**src/rtl/add32_byte_serial_pkg.sv**
```systemverilog
// Shared constants and types for the byte-serial 32-bit adder.
//   WIDTH  : operand/result width
//   SLICE  : bits added per clock
//   NSLICE : number of slice cycles per operation
//   state_e: controller states
package add32_byte_serial_pkg;

    localparam int unsigned WIDTH  = 32;
    localparam int unsigned SLICE  = 8;
    localparam int unsigned NSLICE = WIDTH / SLICE;

    typedef enum logic [0:0] {
        StIdle = 1'b0,
        StBusy = 1'b1
    } state_e;

endpackage

```
**src/rtl/add32_byte_serial_add8_slice.sv**
```systemverilog
// Purely combinational 8-bit adder with carry in/out, used for one byte slice.
//   a_i, b_i : 8-bit addends
//   cin_i    : carry in
//   sum_o    : 8-bit sum
//   cout_o   : carry out of bit 7
module add8_slice
    import add32_byte_serial_pkg::*;
(
    input  logic [SLICE-1:0] a_i,
    input  logic [SLICE-1:0] b_i,
    input  logic             cin_i,
    output logic [SLICE-1:0] sum_o,
    output logic             cout_o
);

    logic [SLICE:0] full_sum;

    assign full_sum = {1'b0, a_i} + {1'b0, b_i} + {{SLICE{1'b0}}, cin_i};
    assign sum_o    = full_sum[SLICE-1:0];
    assign cout_o   = full_sum[SLICE];

endmodule

```
**src/rtl/add32_byte_serial.sv**
```systemverilog
// Multi-cycle 32-bit unsigned adder, one byte per clock, LSB first.
// A capture edge (idle + adv_i) latches the operands; the next four edges each
// add one byte slice, writing it into result_o and the slice carry into c8_o.
//   clk_i    : clock, rising edge
//   rst_ni   : asynchronous active-low reset
//   adv_i    : start request, honoured only while idle
//   in_a_i   : operand A, sampled on the capture edge
//   in_b_i   : operand B, sampled on the capture edge
//   result_o : registered sum (final after the fourth slice edge)
//   c8_o     : registered carry out of the most recent slice (bit 32 when final)
module add32_byte_serial
    import add32_byte_serial_pkg::*;
(
    input  logic             clk_i,
    input  logic             rst_ni,
    input  logic             adv_i,
    input  logic [WIDTH-1:0] in_a_i,
    input  logic [WIDTH-1:0] in_b_i,
    output logic [WIDTH-1:0] result_o,
    output logic             c8_o
);

    localparam logic [1:0] LastSlice = 2'(NSLICE - 1);

    state_e           state_q;
    logic [WIDTH-1:0] a_q, b_q;
    logic [WIDTH-1:0] result_q, result_d;
    logic             cin_q;
    logic             c8_q;
    logic [1:0]       k_q;

    logic [SLICE-1:0] a_slice, b_slice, sum_slice;
    logic             cout_slice;

    // Select the operand bytes for the current slice index.
    always_comb begin
        a_slice = a_q[7:0];
        b_slice = b_q[7:0];
        case (k_q)
            2'd0: begin a_slice = a_q[7:0];   b_slice = b_q[7:0];   end
            2'd1: begin a_slice = a_q[15:8];  b_slice = b_q[15:8];  end
            2'd2: begin a_slice = a_q[23:16]; b_slice = b_q[23:16]; end
            default: begin a_slice = a_q[31:24]; b_slice = b_q[31:24]; end
        endcase
    end

    add8_slice u_add8_slice (
        .a_i    (a_slice),
        .b_i    (b_slice),
        .cin_i  (cin_q),
        .sum_o  (sum_slice),
        .cout_o (cout_slice)
    );

    // Merge the new slice into the result; other bytes hold.
    always_comb begin
        result_d = result_q;
        case (k_q)
            2'd0:    result_d[7:0]   = sum_slice;
            2'd1:    result_d[15:8]  = sum_slice;
            2'd2:    result_d[23:16] = sum_slice;
            default: result_d[31:24] = sum_slice;
        endcase
    end

    always_ff @(posedge clk_i or negedge rst_ni) begin
        if (!rst_ni) begin
            state_q  <= StIdle;
            a_q      <= '0;
            b_q      <= '0;
            result_q <= '0;
            cin_q    <= 1'b0;
            c8_q     <= 1'b0;
            k_q      <= 2'd0;
        end else begin
            case (state_q)
                StIdle: begin
                    if (adv_i) begin
                        a_q      <= in_a_i;
                        b_q      <= in_b_i;
                        result_q <= '0;
                        cin_q    <= 1'b0;
                        c8_q     <= 1'b0;
                        k_q      <= 2'd0;
                        state_q  <= StBusy;
                    end
                end
                StBusy: begin
                    // adv_i is deliberately ignored here.
                    result_q <= result_d;
                    c8_q     <= cout_slice;
                    cin_q    <= cout_slice;
                    k_q      <= k_q + 2'd1;
                    if (k_q == LastSlice) begin
                        state_q <= StIdle;
                    end
                end
                default: state_q <= StIdle;
            endcase
        end
    end

    assign result_o = result_q;
    assign c8_o     = c8_q;

endmodule

```
**config.mk**
```make
export PLATFORM = sky130hd
export DESIGN_NAME = add32_byte_serial
export DESIGN_NICKNAME = d
export VERILOG_FILES = /design/src/rtl/add32_byte_serial_pkg.sv /design/src/rtl/add32_byte_serial_add8_slice.sv /design/src/rtl/add32_byte_serial.sv
export SDC_FILE = /design/constraint.sdc
export NUM_CORES = 1
export LEC_CHECK = 0
export BUFFER_PORTS_ARGS = -buffer_cell sky130_fd_sc_hd__buf_2
export CAP_MARGIN = 20
export CORE_ASPECT_RATIO = 1.1
export CORE_MARGIN = 8
export CORE_UTILIZATION = 55
export DETAILED_ROUTE_END_ITERATION = 8
export GPL_ROUTABILITY_DRIVEN = 0
export HOLD_SLACK_MARGIN = 0.02
export PLACE_DENSITY = 0.91
export SLEW_MARGIN = 20
export SYNTH_ARGS = -nofsm -noshare
export SYNTH_HDL_FRONTEND = slang
export SYNTH_SLANG_ARGS = --single-unit
```
**constraint.sdc**
```tcl
create_clock -name clk_i -period 4.03 [get_ports clk_i]
set_input_delay 1.209 -clock clk_i [delete_from_list [all_inputs] [get_ports clk_i]]
set_output_delay 1.209 -clock clk_i [all_outputs]
set_load 0.03 [all_outputs]
```
# ---- Yosys cells after proc, flatten, opt, wreduce, memory -nomap -nowiden
# Cells that the tools add are included.
# W data, S select, Z words.
dict set report op_classes {
  addsub 3
  n_mul 0
  div_mod_pow 0
  n_lt_le_gt_ge 0
  eq_ne 8
  n_shift 0
  n_mux 15
  bitwise_logic 1
  reduce_logical 7
}
# op count
set op_table {}
lappend op_table {{$pmux W32 S2} 1}
lappend op_table {{$pmux W8 S3} 2}
lappend op_table {{$mux W32} 1}
lappend op_table {{$mux W8} 4}
lappend op_table {{$reduce_and A2 Y1} 5}
lappend op_table {{$add A8 B8 Y9} 1}
lappend op_table {{$add A9 B1 Y9} 1}
lappend op_table {{$ne A2 B1 Y1 const B} 3}
lappend op_table {{$eq A2 B2 Y1 const B} 2}
lappend op_table {{$ne A2 B2 Y1 const B} 2}
lappend op_table {{$pmux W1 S2} 2}
lappend op_table {{$pmux W2 S2} 1}
lappend op_table {{$mux W1} 3}
lappend op_table {{$reduce_or A3 Y1} 1}
lappend op_table {{$add A2 B1 Y2 const B} 1}
lappend op_table {{$eq A2 B1 Y1 const B} 1}
lappend op_table {{$logic_not A2 Y1} 1}
lappend op_table {{$mux W2} 1}
lappend op_table {{$not A1 Y1} 1}
dict set report word_totals {
  reg_bits 100
  latch_bits 0
  ram_bits 0
  mem_bits_ro 0
  in_bits 67
  out_inout_bits 33
  elab_cells 43
  mem_count 0
}

# ---- Longest topological paths before layout
# Gate-level depths: netlist of run 1.
dict set report logic_depth {
  ltp_word 6
  depth_mapped 13
  mapped_depth_nobuf 11
}

# ---- Modules after synthesis
# Synthesis of run 1 repeated with hierarchy kept, for this count alone.
dict set report unflattened {
  hier_cells 360
  hier_area_um2 5216.3
}
# mod n_inst cells_each area_per_inst_um2 seq_area_each_um2
set by_module_without_submodules {}
lappend by_module_without_submodules {add32_byte_serial 1 317 4852.2 2502.4}
lappend by_module_without_submodules {add8_slice 1 43 364.1 0.0}

# ---- Least setup slack after synthesis of run 1
# No wires, ideal clock.
dict set report synth_path {
  path_kind {register -> register}
  start {reg k_q[0]}
  end {reg result_q[14] (netlist: result_o[14])}
  setup_ps 120
  t_arrival_ps 2891
  required_ps 3910
  path_slack_ps 1019
  stages_incl_launch_ff 12
  path_buffers 2
  cell_sequence {dfrtp_1 -> ha_1 -> buf_2 -> inv_2 -> clkbuf_1 -> o21ai_0 -> fa_1 -> fa_1 -> nor2b_2 -> o2111ai_2 -> and2_4 -> o211a_1}
}
dict set report synth_between {
  elab_chain_len 6
}
# element line
set synth_lines {}
lappend synth_lines {{start, declared} add32_byte_serial.sv:30} ;# logic [1:0] k_q;
lappend synth_lines {{start signal, assigned} add32_byte_serial.sv:93} ;# k_q <= k_q + 2'd1;
lappend synth_lines {{$eq A2 B2 Y1 (tied with other cells)} add32_byte_serial.sv:39} ;# case (k_q)
lappend synth_lines {{$pmux W8 S3} add32_byte_serial.sv:39}
lappend synth_lines {{$add A8 B8 Y9} add32_byte_serial_add8_slice.sv:18} ;# assign full_sum = {1'b0, a_i} + {1'b0, b_i} + {{SLICE{1'b0}}, cin_i};
lappend synth_lines {{$add A9 B1 Y9} add32_byte_serial_add8_slice.sv:18}
lappend synth_lines {{$mux W8} add32_byte_serial.sv:58} ;# case (k_q)
lappend synth_lines {{$pmux W32 S2} add32_byte_serial.sv:76} ;# case (state_q)
lappend synth_lines {{end signal, assigned} add32_byte_serial.sv:90} ;# result_q <= result_d;
lappend synth_lines {{end, declared} add32_byte_serial.sv:27} ;# logic [WIDTH-1:0] result_q, result_d;
# Several ways; a longest one is shown, not always the timed one. The select of a mux whose other input is x is not followed.
# A chain may end at the register's enable or synchronous reset.

# ---- Final worst setup path of run 1
dict set report layout_path {
  start {reg k_q[0]}
  end {reg result_q[6] (netlist: result_o[6])}
}
dict set report layout_between {
  elab_chain_len 6
}
# element line
set layout_lines {}
lappend layout_lines {{$eq A2 B2 Y1 (tied with other cells)} add32_byte_serial.sv:39}
lappend layout_lines {{$pmux W8 S3} add32_byte_serial.sv:39}
lappend layout_lines {{$add A8 B8 Y9} add32_byte_serial_add8_slice.sv:18}
lappend layout_lines {{$add A9 B1 Y9} add32_byte_serial_add8_slice.sv:18}
lappend layout_lines {{$mux W8} add32_byte_serial.sv:58}
lappend layout_lines {{$pmux W32 S2} add32_byte_serial.sv:76}
# Several ways; a longest one is shown, not always the timed one. The select of a mux whose other input is x is not followed.

==> results of run 1 <==
[flip-flops by register name, indices dropped and copies added (netlist names)]
name,count
a_q,32
result_o,32
b_q,32
k_q,2
state_q,1
c8_o,1
[cell usage after synthesis (all sizes together), types with 6 or more instances]
library cell | number | area, sq um
nand2 | 207 | 777
dfrtp | 100 | 2500
o21ai | 40 | 200
buf | 24 | 133
nand3 | 24 | 120
nor2 | 21 | 78.8
inv | 20 | 75.1
a21oi | 18 | 93.8
mux2i | 17 | 174
a222oi | 14 | 140
clkbuf | 14 | 52.6
ha | 12 | 150
o31ai | 6 | 45.0
or3 | 6 | 37.5
[where the power goes]
| part | internal (mW) | switching [mW] |
|---|---|---|
| combinational | 1.17 | 2.15 |
| clock | 0.230 | 0.360 |
| sequential | 1.46 | 0.317 |
| total | 2.86 | 2.82 |
[layout make-up]
class | instances | area (sq um) | share of cell area (%)
Inverter | 20 | 75.1 | 1.31
Sequential cell | 100 | 2500 | 43.6
Clock inverter | 6 | 46.3 | 0.806
Multi-Input combinational cell | 416 | 2270 | 39.6
Clock buffer | 10 | 128 | 2.22
Tap cell | 114 | 143 | 2.48
Timing Repair Buffer | 108 | 578 | 10.1
[cells by family after synthesis]
logic type / share of synthesized area (%)
AO/OA/AOI/OAI: 14.9
XOR/XNOR: 0.174
adder cells (fa/ha/maj): 3.78
buffers and inverters: 5.18
flip-flops: 49.8
multiplexers: 3.91
AND/OR/NAND/NOR: 22.3
[how the worst min path moves through the flow]
stage,start,to,slack [ns]
after global placement,b_q[4],b_q[4],0.46
after floorplan,a_q[24],a_q[24],0.44
final,b_q[24],b_q[24],0.48
after detailed placement,b_q[24],b_q[24],0.46
after global routing,a_q[29],a_q[29],0.51
after CTS,b_q[24],b_q[24],0.48
[worst register-to-register path: stages, from the launching register on]
cell,delay [ns]
dfrtp_1,0.46
inv_1,0.12
ha_1,0.59
a222oi_1,0.19
nand2_1,0.10
o21ai_0,0.12
fa_1,0.47
fa_1,0.45
nor2b_2,0.19
o2111ai_2,0.20
and2_4,0.22
o211a_1,0.22
[layer usage]
layer / routed length (um) / up-vias / global-route usage (%) / part of all wire, %
met5: 0 / - / 0 / 0
met4: 413 / 0 / 10.3 / 3.1
met3: 1060 / 45 / 4.42 / 8.0
met2: 6570 / 235 / 37.6 / 50
met1: 5130 / 2134 / 25.6 / 39
li1: - / 2108 / - / -
==> reports/results.tsv, run 1 <==
stage	metric	value	unit
layout	Final Cell Area	5750	sq um
sta	Max Fclk	290	MHz
critical_path	Slowest cell on crit path	ha_1	
floorplan	die area	12500	sq um
global_route	vias in the first global route	4681	
critical_path	worst-path maximum fanout	16	
sta	Final min period	3.45	ns
critical_path	r2r endpoint	result_o[6]	
place	I/O Buffers	99	
sta	Relative slew margins	28.3	%
critical_path	CP startpoint	k_q[0]	
power	Tot Pwr	5.68	mW
layout	fin cells	774	
global_route	total grt overflow	0	
worst_hold_path	worst hold path class	flop to flop	
sta	worst slew pin tran	1.07	ns
place	worst slack, placed	0.674	ns
critical_path	RR Startpoint	k_q[0]	
drt	Antenna Nets Post-Route	0	
power	pwr/cell area	989	nW/um^2
clocking	Post-CTS Resized	0	
synth	Synth Register Bits	100	
sta	Setup violations, final	0	
layout	Util after Layout	64.7	%
critical_path	startpoint types	flop	
synth	synth unique cells	42	
floorplan	die height	116	um
synth	Synth Instances	574	
sta	Slew Viols, Final	0	
clocking	Clock Sinks	100	
power	Peak VDD IR	0.487	mV
synth	mapped cell area	5030	sq um
clocking	Post-CTS Setup Inserts	0	
critical_path	Crit path largest cell delay	0.59	ns
critical_path	CP Class	flop to flop	
drt	WL per Instance	17.0	um
floorplan	# rows	36	
place	placed cell count	758	
layout	n_diodes	0	
synth	yosys warns	0	
clocking	insertion delay to the later sink of the worst-skew pair	0.37	ns
critical_path	crit path to	result_o[6]	
layout	P&R area growth vs syn	14.3	%
clocking	Post-CTS Hold Buffers	0	
synth	syn_nets	655	
layout	commonest non-fill, non-tap cell in the layout	nand2_1	
synth	Post-Syn Area per Cell	8.76	sq um
floorplan	core box area	8870	sq um
clocking	CTS H-tree lvls	3	
drt	# DRC	0	
global_route	first-pass GRT wire length	21.8	mm
sta	setup TNS	0	ns
global_route	All-Layer GR Usage	21.8	%
floorplan	IO Pins	100	
layout	most frequent cells in the layout	206 x nand2_1, 100 x dfrtp_1, 98 x buf_2	
clocking	CTS buffer count	9	
power	Pleak	3.01	nW
global_route	initial antenna violation count	0	
synth	ys flop type	dfrtp_1	
run	Max Cap Viol	0	
sta	final hold violations	0	
critical_path	CP required	4.29	ns
global_route	largest net degree at the start of global routing	101	
drt	final wirelength	13.2	mm
worst_hold_path	Hold Crit Depth	2	
status	status	complete, no violations	
critical_path	reg2reg setup slack	0.58	ns
critical_path	Worst path depth	11	
place	post-DP HPWL	9.56	mm
layout	share of cells above drive strength 1	20.5	%
sta	WHS	0.479	ns
drt	DR pass1 iterations	5	
clocking	Worst-path clk slew	0.09	ns
clocking	CTS tree	done	
layout	Layout fillers	689	
floorplan	Starting Density	56.6	%
clocking	Root Driver	clkbuf_8	
synth	register area share after synthesis	49.8	%
sta	Final period util	85.7	%
synth	ys async rst share	100	%
critical_path	CP bufs+invs	1	
critical_path	R2R cell count	11	
drt	DRT iter0 DRCs	404	
critical_path	CP delay by family, top	adder cells	
critical_path	WP data arrival	3.72	ns
drt	vias after detailed routing	4522	
place	cell area after placement	5570	sq um
critical_path	crit-path cells	inv_1, ha_1, a222oi_1, nand2_1, o21ai_0, fa_1, fa_1, nor2b_2, o2111ai_2, and2_4, o211a_1	
sta	worst setup margin	0.578	ns
floorplan	die width	107	um
critical_path	Most common cell on crit path	fa_1	
clocking	Max Root-Sink Buffers	2	
synth	EDFF count, synth	0	
drt	detail-routed via count per cell	5.84	
layout	Final Net Count	736	
sta	RSZ-0062 raised after global routing	false	
sta	Worst Skew	0.00763	ns
critical_path	CP endpoint kind	flop	
Note: power is estimated with default switching activity, not from simulation.
==> inputs of run 2 (changes only) <==
- PLACE_DENSITY: 0.91 -> 0.92
==> run 2 against run 1 <==
  * Hold slack gained 0.0062 ns
  * First-iteration DRC count shrank 7.4%
  * Final area grew 0.15%
  * Sequential share of layout area down 0.066 points
  * Critical path depth did not move
  * Sequential power hardly changed
  * Clock-buffer cell count grew 1
  * Power grew 0.34%
  * Sequential cell count unchanged
  * Setup slack gained 0.13 ns
==> reports/results.tsv, run 2 (synthesis gave the netlist of run 1 again) <==
stage	metric	value	unit
status	status	complete, no violations	
power	switching share of power	49.4	%
power	Int Pwr	2.89	mW
critical_path	r2r endpoint	result_o[14]	
critical_path	reg2reg setup slack	0.71	ns
power	Peak VDD IR	0.460	mV
layout	n_diodes	0	
clocking	insertion delay to the later sink of the worst-skew pair	0.37	ns
global_route	largest net degree at the start of global routing	63	
clocking	Post-CTS Hold Buffers	0	
clocking	Max Root-Sink Buffers	2	
clocking	Post-CTS Setup Inserts	0	
place	I/O Buffers	99	
sta	Worst Skew	0.00841	ns
critical_path	CP required	4.29	ns
global_route	total grt overflow	0	
floorplan	die width	107	um
critical_path	CP Class	flop to flop	
layout	commonest non-fill, non-tap cell in the layout	nand2_1	
floorplan	core box area	8870	sq um
place	cell area after placement	5560	sq um
layout	fin cells	774	
clocking	CTS buffer count	9	
sta	Relative slew margins	34.8	%
sta	Max Fclk	301	MHz
clocking	Root Driver	clkbuf_8	
power	Sequential Power Share	31.2	%
global_route	vias in the first global route	4676	
critical_path	R2R cell count	11	
sta	final hold violations	0	
drt	final wirelength	13.2	mm
global_route	All-Layer GR Usage	22.0	%
sta	Final period util	82.5	%
global_route	first-pass GRT wire length	22.0	mm
drt	DR pass1 iterations	6	
power	Clk pwr share	10.9	%
layout	Final Cell Area	5750	sq um
critical_path	startpoint types	flop	
sta	RSZ-0062 raised after global routing	false	
floorplan	# rows	36	
critical_path	CP endpoint kind	flop	
sta	setup TNS	0	ns
clocking	CTS tree	done	
power	pwr/cell area	991	nW/um^2
drt	DRT iter0 DRCs	374	
layout	most frequent cells in the layout	206 x nand2_1, 100 x dfrtp_1, 98 x buf_2	
worst_hold_path	worst hold path class	flop to flop	
drt	# DRC	0	
place	placed cell count	758	
power	Pleak	3.02	nW
floorplan	IO Pins	100	
layout	P&R area growth vs syn	14.5	%
drt	vias after detailed routing	4569	
critical_path	RR Startpoint	k_q[1]	
drt	WL per Instance	17.0	um
critical_path	crit path to	result_o[14]	
power	net switching power figure	2.81	mW
global_route	grt met2 use	37.3	%
global_route	initial antenna violation count	0	
run	Max Cap Viol	0	
clocking	Clock Sinks	100	
sta	worst slew pin tran	0.978	ns
place	post-DP HPWL	9.68	mm
global_route	GRT met1 Usage	25.3	%
floorplan	die area	12500	sq um
sta	WHS	0.485	ns
drt	Antenna Nets Post-Route	0	
layout	share of cells above drive strength 1	20.6	%
critical_path	worst-path maximum fanout	14	
sta	Slew Viols, Final	0	
drt	detail-routed via count per cell	5.90	
floorplan	Starting Density	56.6	%
clocking	Worst-path clk slew	0.10	ns
global_route	M3 GR Usage	4.42	%
clocking	Post-CTS Resized	0	
sta	Final min period	3.32	ns
global_route	GR peak layer	met2	
sta	Setup violations, final	0	
critical_path	CP startpoint	k_q[1]	
clocking	CTS H-tree lvls	3	
layout	Final Net Count	736	
power	power share of the combinational group	57.9	%
floorplan	die height	116	um
critical_path	WP data arrival	3.58	ns
power	Tot Pwr	5.70	mW
[run 2: cell types whose count changed in the layout (fill, tap and decap cells not counted)]
cell	delta
clkbuf_8	+2
inv_6	-2
buf_12	-1
buf_4	+1
clkbuf_1	-1
clkinv_2	-1
clkinv_4	+1
inv_8	+1
[run 2: final cells by class]
class	instances	area (sq um)
Fill cell	709	3120
Sequential cell	100	2500
Multi-Input combinational cell	416	2270
Timing Repair Buffer	108	566
Clock buffer	11	151
Tap cell	114	143
Inverter	20	75.1
Clock inverter	5	43.8
[run 2: through the flow]
stage	util, %	setup WS [ns]
6_report	64.8	0.706
5_1_grt	64.8	0.465
4_1_cts	64.8	0.740
3_5_place_dp	62.6	0.783
3_3_place_gp	62.6	0.927
2_1_floorplan	-	1.02
[run 2: critical path: stages (launching register included)]
cell and delay, ns:
dfrtp_1 0.43, inv_1 0.11, ha_1 0.51, a222oi_1 0.20, nand2_1 0.11, o21ai_0 0.12
fa_1 0.47, fa_1 0.44, nor2b_2 0.18, o2111ai_2 0.19, and2_4 0.22, o211a_1 0.23
[run 2: worst min-delay path by stage]
stage	endpoint	startpoint	slack, ns	cells past startpoint
floorplan	a_q[24]	a_q[24]	0.44	2
global placement	b_q[24]	b_q[24]	0.46	2
detailed placement	b_q[1]	b_q[1]	0.46	2
CTS	b_q[1]	b_q[1]	0.49	2
global route	b_q[7]	b_q[7]	0.52	2
finish	a_q[25]	a_q[25]	0.49	2
[run 2: per-layer routing]
metal	share of wire [%]	vias up
met5	0	-
met2	50	240
met1	38	2181
met4	3.7	0
met3	8.1	45
li1	-	2103
[run 2: power groups by stage]
stage	Combinational (mW)	Sequential [mW]	Clock [mW]
2_1_floorplan	2.29	1.90	0
3_3_place_gp	3.07	1.77	0
3_5_place_dp	3.23	1.79	0
4_1_cts	3.26	1.77	0.630
5_1_grt	3.63	1.82	0.672
6_report	3.30	1.78	0.624
